**config.mk**
```make
export PLATFORM = sky130hd
export DESIGN_NAME = awg_sequencer
export DESIGN_NICKNAME = d
export VERILOG_FILES = /design/src/rtl/awg_pkg.sv /design/src/rtl/awg_seq_table.sv /design/src/rtl/awg_sequencer.sv
export SDC_FILE = /design/constraint.sdc
export NUM_CORES = 1
export LEC_CHECK = 0
export ABC_AREA = 1
export CORE_UTILIZATION = 60
export DETAILED_ROUTE_END_ITERATION = 7
export HOLD_SLACK_MARGIN = 0.1
export PLACE_DENSITY_LB_ADDON = 0.08
export SYNTH_ARGS = -nofsm -noshare
export SYNTH_HDL_FRONTEND = slang
export SYNTH_HIERARCHICAL = 1
export SYNTH_SLANG_ARGS = --single-unit
```
**constraint.sdc**
```tcl
create_clock -name clk -period 8.1 [get_ports clk]
set_clock_uncertainty 0.2 [all_clocks]
set_input_delay 1.62 -clock clk [delete_from_list [all_inputs] [get_ports clk]]
set_output_delay 1.62 -clock clk [all_outputs]
set_load 0.1 [all_outputs]
```
**src/rtl/awg_pkg.sv**
```systemverilog
// Shared definitions for the AWG sequencer: wave codes, FSM states and the
// packed segment-entry layout {wave, inc, dwell} used on cfg_wdata.
package awg_pkg;

  localparam logic [1:0] SAW = 2'd0;
  localparam logic [1:0] TRI = 2'd1;
  localparam logic [1:0] SQR = 2'd2;
  localparam logic [1:0] SIN = 2'd3;

  localparam int WAVE_W    = 2;
  localparam int DWELL_LSB = 0;

  typedef enum logic [1:0] {
    IDLE  = 2'd0,
    RUN   = 2'd1,
    DRAIN = 2'd2
  } seq_state_e;

  function automatic int inc_lsb(input int dwell_w);
    return dwell_w;
  endfunction

  function automatic int wave_lsb(input int phase_w, input int dwell_w);
    return phase_w + dwell_w;
  endfunction

  function automatic int entry_w(input int phase_w, input int dwell_w);
    return WAVE_W + phase_w + dwell_w;
  endfunction

endpackage

```
**src/rtl/awg_seq_table.sv**
```systemverilog
// Segment table: N_ENTRY-deep register file, async reset, synchronous write,
// combinational read (a same-edge write is seen by the reader only afterwards).
module awg_seq_table
  import awg_pkg::*;
#(
  parameter int N_ENTRY = 4,
  parameter int ENTRY_W = 42
) (
  input  logic                       clk,
  input  logic                       rst,
  input  logic                       we_i,
  input  logic [$clog2(N_ENTRY)-1:0] waddr_i,
  input  logic [ENTRY_W-1:0]         wdata_i,
  input  logic [$clog2(N_ENTRY)-1:0] raddr_i,
  output logic [ENTRY_W-1:0]         rdata_o
);

  logic [ENTRY_W-1:0] mem_q [N_ENTRY];

  always_ff @(posedge clk or posedge rst) begin
    if (rst) begin
      for (int i = 0; i < N_ENTRY; i++) mem_q[i] <= '0;
    end else if (we_i) begin
      mem_q[waddr_i] <= wdata_i;
    end
  end

  assign rdata_o = mem_q[raddr_i];

endmodule

```
**src/rtl/awg_sequencer.sv**
```systemverilog
// Waveform segment scheduler; segments advance only on phase carry.
// Build option: define AWG_SEQ_ONESHOT_EN to stop after the last entry instead of looping.
module awg_sequencer
  import awg_pkg::*;
#(
  parameter int N_ENTRY = 4,
  parameter int PHASE_W = 16,
  parameter int DWELL_W = 24
) (
  input  logic                                clk,
  input  logic                                rst,
  input  logic                                cfg_we_i,
  input  logic [$clog2(N_ENTRY)-1:0]          cfg_addr_i,
  input  logic [WAVE_W+PHASE_W+DWELL_W-1:0]   cfg_wdata_i,
  input  logic                                start_i,
  input  logic                                stop_i,
  output logic                                busy_o,
  output logic [1:0]                          wave_sel_o,
  output logic [3:0]                          wave_en_o,
  output logic [PHASE_W-1:0]                  phase_o,
  output logic                                seg_start_o,
  output logic                                done_o
);

  localparam int ADDR_W   = $clog2(N_ENTRY);
  localparam int ENTRY_W  = entry_w(PHASE_W, DWELL_W);
  localparam int INC_LSB  = inc_lsb(DWELL_W);
  localparam int WAVE_LSB = wave_lsb(PHASE_W, DWELL_W);
  localparam logic [ADDR_W-1:0] LAST = ADDR_W'(N_ENTRY - 1);

  seq_state_e          state_q, state_d;
  logic [ADDR_W-1:0]   idx_q, idx_d;
  logic [1:0]          wave_q, wave_d;
  logic [PHASE_W-1:0]  inc_q, inc_d;
  logic [DWELL_W-1:0]  dwell_q, dwell_d;
  logic [PHASE_W-1:0]  phase_q, phase_d;
  logic                seg_start_q, seg_start_d;
  logic                done_q, done_d;

  logic [ADDR_W-1:0]   rd_addr;
  logic [ENTRY_W-1:0]  rd_data;
  logic [PHASE_W:0]    sum, sum_d;
  logic                wrap, load, clear;

  awg_seq_table #(
    .N_ENTRY (N_ENTRY),
    .ENTRY_W (ENTRY_W)
  ) u_table (
    .clk     (clk),
    .rst     (rst),
    .we_i    (cfg_we_i),
    .waddr_i (cfg_addr_i),
    .wdata_i (cfg_wdata_i),
    .raddr_i (rd_addr),
    .rdata_o (rd_data)
  );

  // done is registered, so it is predicted from the next-state carry condition.
  always_comb begin
    state_d     = state_q;
    idx_d       = idx_q;
    wave_d      = wave_q;
    inc_d       = inc_q;
    dwell_d     = dwell_q;
    phase_d     = phase_q;
    seg_start_d = 1'b0;
    load        = 1'b0;
    clear       = 1'b0;
    rd_addr     = (state_q == IDLE) ? '0 : idx_q + 1'b1;
    sum         = {1'b0, phase_q} + {1'b0, inc_q};
    wrap        = sum[PHASE_W] || (inc_q == '0);

    case (state_q)
      IDLE: load = start_i;
      RUN: begin
        phase_d = sum[PHASE_W-1:0];
        if (dwell_q == DWELL_W'(1)) state_d = DRAIN;
        else if (dwell_q != '0)     dwell_d = dwell_q - 1'b1;
      end
      DRAIN: begin
        if (!wrap) begin
          phase_d = sum[PHASE_W-1:0];
        end else if (idx_q != LAST) begin
          load = 1'b1;
        end else begin
`ifdef AWG_SEQ_ONESHOT_EN
          clear = 1'b1;
`else
          load = 1'b1;
`endif
        end
      end
      default: clear = 1'b1;
    endcase

    if (load) begin
      state_d     = RUN;
      idx_d       = rd_addr;
      wave_d      = rd_data[WAVE_LSB +: WAVE_W];
      inc_d       = rd_data[INC_LSB +: PHASE_W];
      dwell_d     = rd_data[DWELL_LSB +: DWELL_W];
      phase_d     = '0;
      seg_start_d = 1'b1;
    end

    if (clear || stop_i) begin
      state_d     = IDLE;
      idx_d       = '0;
      wave_d      = SAW;
      inc_d       = '0;
      dwell_d     = '0;
      phase_d     = '0;
      seg_start_d = 1'b0;
    end

    sum_d  = {1'b0, phase_d} + {1'b0, inc_d};
    done_d = (state_d == DRAIN) && (idx_d == LAST) && (sum_d[PHASE_W] || (inc_d == '0));
  end

  always_ff @(posedge clk or posedge rst) begin
    if (rst) begin
      state_q     <= IDLE;
      idx_q       <= '0;
      wave_q      <= SAW;
      inc_q       <= '0;
      dwell_q     <= '0;
      phase_q     <= '0;
      seg_start_q <= 1'b0;
      done_q      <= 1'b0;
    end else begin
      state_q     <= state_d;
      idx_q       <= idx_d;
      wave_q      <= wave_d;
      inc_q       <= inc_d;
      dwell_q     <= dwell_d;
      phase_q     <= phase_d;
      seg_start_q <= seg_start_d;
      done_q      <= done_d;
    end
  end

  always_comb begin
    wave_en_o = 4'b0000;
    if (state_q != IDLE) begin
      case (wave_q)
        SAW:     wave_en_o = 4'b0001;
        TRI:     wave_en_o = 4'b0010;
        SQR:     wave_en_o = 4'b0100;
        SIN:     wave_en_o = 4'b1000;
        default: wave_en_o = 4'b0000;
      endcase
    end
  end

  assign busy_o      = (state_q != IDLE);
  assign wave_sel_o  = wave_q;
  assign phase_o     = phase_q;
  assign seg_start_o = seg_start_q;
  assign done_o      = done_q;

endmodule

```
==> qor.csv <==
metric,value,unit
Lkg Pwr,8.473,nW
Clock Latency Late Sink,0.54,ns
initial antenna violation count,0,
TritonCTS Buffers,26,
post-route setup slack,3.328,ns
slew of the pin with the lowest slew margin,1.117,ns
"Min Clock Period, post-route",4.772,ns
DRT Pass-1 Iters,7,
WL/cell,15.91,um
top-area cell type share of the netlist area,42.86,%
final WL,34.98,mm
die height,152.3,um
number of diodes,0,
HP Class,reg -> reg,
postcts setup bufs,0,
Port-buffer cells,73,
mean area per synthesized cell,7.198,um^2
Final Cycle Share,58.91,%
die width,152.3,um
compound-gate portion of the synthesized area,7.324,%
total power,3.327,mW
largest family of logic cells by synthesized area,simple AND/OR/NAND/NOR gates,
cell area after synthesis,0.01355,mm^2
initial core utilization,61.69,%
hold_buf cts,0,
VDD IR-drop max,0.2243,mV
post-synthesis mux area share,0.1478,%
Post-Syn Nets,1969,
# nets final,1986,
Post-Syn Instances,1882,
CP max FO,44,
hold_ws,0.2685,ns
clk buf depth,3,
design area,0.01511,mm^2
nature of the critical path endpoint,register,
# Max-Cap Violations,0,
Critical Path AT,5.03,ns
Area Overhead vs Synth,11.51,%
result of the run,finished with violations,
RSZ-0062 raised after global routing,no,
core area,0.02196,mm^2
XOR/XNOR Fraction of Synth Area,1.487,%
Root Buffer,clkbuf_16,
Ys Warns,6,
GPL Wtd Cong,0.9263,
DRC,4,
Final Hold Viols,0,
CTS H-tree depth,1,
# IOs,74,
max-slew violations,0,
Total GRT Usage,31.41,%
die area,0.02318,mm^2
critical path class,reg -> reg,
Initial DRC Count,912,
Synth Area in Adders,3.565,%
Antenna Nets Post-Route,0,
grt ovf,0,
layout cells sized above 1,5.892,%
Final setup violation count,0,
Yosys cell types,45,
CTS tree,done,
sequential fraction of the synthesis area,42.86,%
Synth Area in Simple Gates,31.52,%
Post-DP HPWL,21.97,mm
Yosys top cell by area,dfrtp_1,
first-pass GRT wire length,58.57,mm
via total after detailed routing,12030,
setup_tns,0,ns
Resized Gates After CTS,0,
Vias/cell,5.475,
FMAX,209.6,MHz
worst endpoint required time,8.36,ns
vias in the first global route,11630,
failing checks,design-rule violations,
"flops & latches, synth",232,
CP Launch Type,register,
largest net degree at the start of global routing,85,
Area contributors post-synth,"dfrtp_1, nand2_1, inv_1",
"Clk pin slew, worst setup/hold paths",0.06,ns
CTS Sinks,232,
Power per Cell Area,220.3,mW/mm^2
FP Rows,54,
Area after DPL,0.01422,mm^2
"worst slack, placed",3.011,ns
slew margin rel.,25.44,%
-- cell families after synthesis --
family | after synthesis
simple gates | 987
buf+inv | 430
mux | 2
xor+xnor | 23
fa+ha+maj | 38
compound gates | 170
flops | 232
-- path summary, 6_finish.rpt --
kind                       slack (ns)                          start                            end  cells past startpoint
setup reg to reg                 3.33           state_q[0]$_DFF_PP0_               done_o$_DFF_PP0_                     23
min in group asynchronous        1.33                            rst  u_table/mem_q[22]$_DFFE_PP0P_                      2
hold / removal                   0.27  u_table/mem_q[97]$_DFFE_PP0P_  u_table/mem_q[97]$_DFFE_PP0P_                      2
setup / recovery                 3.33           state_q[0]$_DFF_PP0_               done_o$_DFF_PP0_                     23
hold reg to reg                  0.27  u_table/mem_q[97]$_DFFE_PP0P_  u_table/mem_q[97]$_DFFE_PP0P_                      2
max in group asynchronous        5.18                            rst  u_table/mem_q[36]$_DFFE_PP0P_                      3
-- worst max-delay path, cell delays in order, from the launching register on --
cell and delay [ns]:
dfrtp_1 0.38, inv_1 0.08, ha_1 0.36, inv_1 0.18, nand2_1 0.11, nor2_4 0.08
buf_4 0.52, clkinv_1 0.83, buf_4 0.52, nand3_1 0.13, nand2_1 0.05, inv_1 0.06
nor2_1 0.05, a21oi_2 0.18, inv_1 0.08, ha_1 0.28, nand2_1 0.05, o21bai_1 0.13
nand2_1 0.06, nand2_1 0.06, nand2_1 0.05, nand2_1 0.06, nand2_1 0.04, a21oi_1 0.11
-- cells in the mapped netlist --
cell / n
a211oi_1: 1
a21boi_0: 1
a21o_1: 1
a21oi_1: 36
a21oi_2: 14
a221oi_1: 5
a22o_1: 4
a22oi_1: 6
a31oi_1: 5
a32oi_1: 2
and2_1: 1
buf_1: 4
buf_2: 59
buf_4: 7
buf_6: 8
clkbuf_1: 21
clkinv_1: 1
dfrtp_1: 232
fa_1: 1
ha_1: 37
inv_1: 324
inv_2: 6
mux2i_1: 2
nand2_1: 635
nand2_2: 9
nand2_4: 3
nand3_1: 142
nand3_2: 4
nand3b_1: 1
nand4_1: 89
nor2_1: 76
nor2_2: 3
nor2_4: 4
nor3_1: 11
nor3_2: 4
nor4_1: 2
o211ai_1: 2
o21a_1: 3
o21ai_0: 49
o21ai_1: 38
o21bai_1: 2
o22ai_1: 1
or2_2: 3
xnor2_1: 8
xor2_1: 15
-- per-layer routing --
layer / track usage [%] / vias to the layer above / share of wire [%]
met5: 0 / - / 0
met4: 9.572 / 0 / 2.5
met3: 4.579 / 62 / 7.0
met2: 50.80 / 410 / 46
met1: 43.92 / 5658 / 45
li1: - / 5904 / -
-- report_power, final --
part	leakage, nW	internal (mW)	total [mW]	switching, mW
logic	5.09	0.234	0.695	0.461
registers	2.95	1.32	1.43	0.104
clock network	0.434	0.733	1.20	0.472
total	8.47	2.29	3.33	1.04
-- cell type report --
class | instances | area, um^2
repair buffers | 88 | 830.8
fillers | 1895 | 6853
flip-flops and latches | 232 | 5806
clock buffers | 38 | 745.7
inverters | 331 | 1249
well taps | 280 | 350.3
multi-input cells | 1220 | 5989
clock inverters | 9 | 135.1
-- sequential cells by signal, summed over array words and instances (netlist names) --
name / count
done_o: 1
dwell_q: 24
idx_q: 2
inc_q: 16
phase_o: 16
seg_start_o: 1
state_q: 2
u_table/mem_q: 168
wave_sel_o: 2
-- per-stage QoR --
stage,util [%],std cells
2_1_floorplan,-,1882
6_report,68.79,2198
3_5_place_dp,64.78,2151
4_1_cts,68.79,2198
3_3_place_gp,64.78,2151
5_1_grt,68.79,2198
-- placed cells by master (no fill, tap or decap), types with 6 or more instances in the layout --
| master | instances |
|---|---|
| o21ai_1 | 38 |
| o21ai_0 | 49 |
| clkbuf_16 | 26 |
| nor3_1 | 11 |
| clkbuf_1 | 7 |
| a21oi_2 | 14 |
| a22oi_1 | 6 |
| xor2_1 | 15 |
| dfrtp_1 | 232 |
| nand2_1 | 635 |
| inv_1 | 321 |
| nand3_1 | 142 |
| nand4_1 | 89 |
| a21oi_1 | 36 |
| nand2_2 | 9 |
| ha_1 | 37 |
| clkdlybuf4s50_1 | 70 |
| inv_2 | 7 |
| nor2_1 | 74 |
| nor2_4 | 6 |
| xnor2_1 | 8 |
| buf_4 | 16 |
No activity file was read; power rests on OpenSTA's default activity.
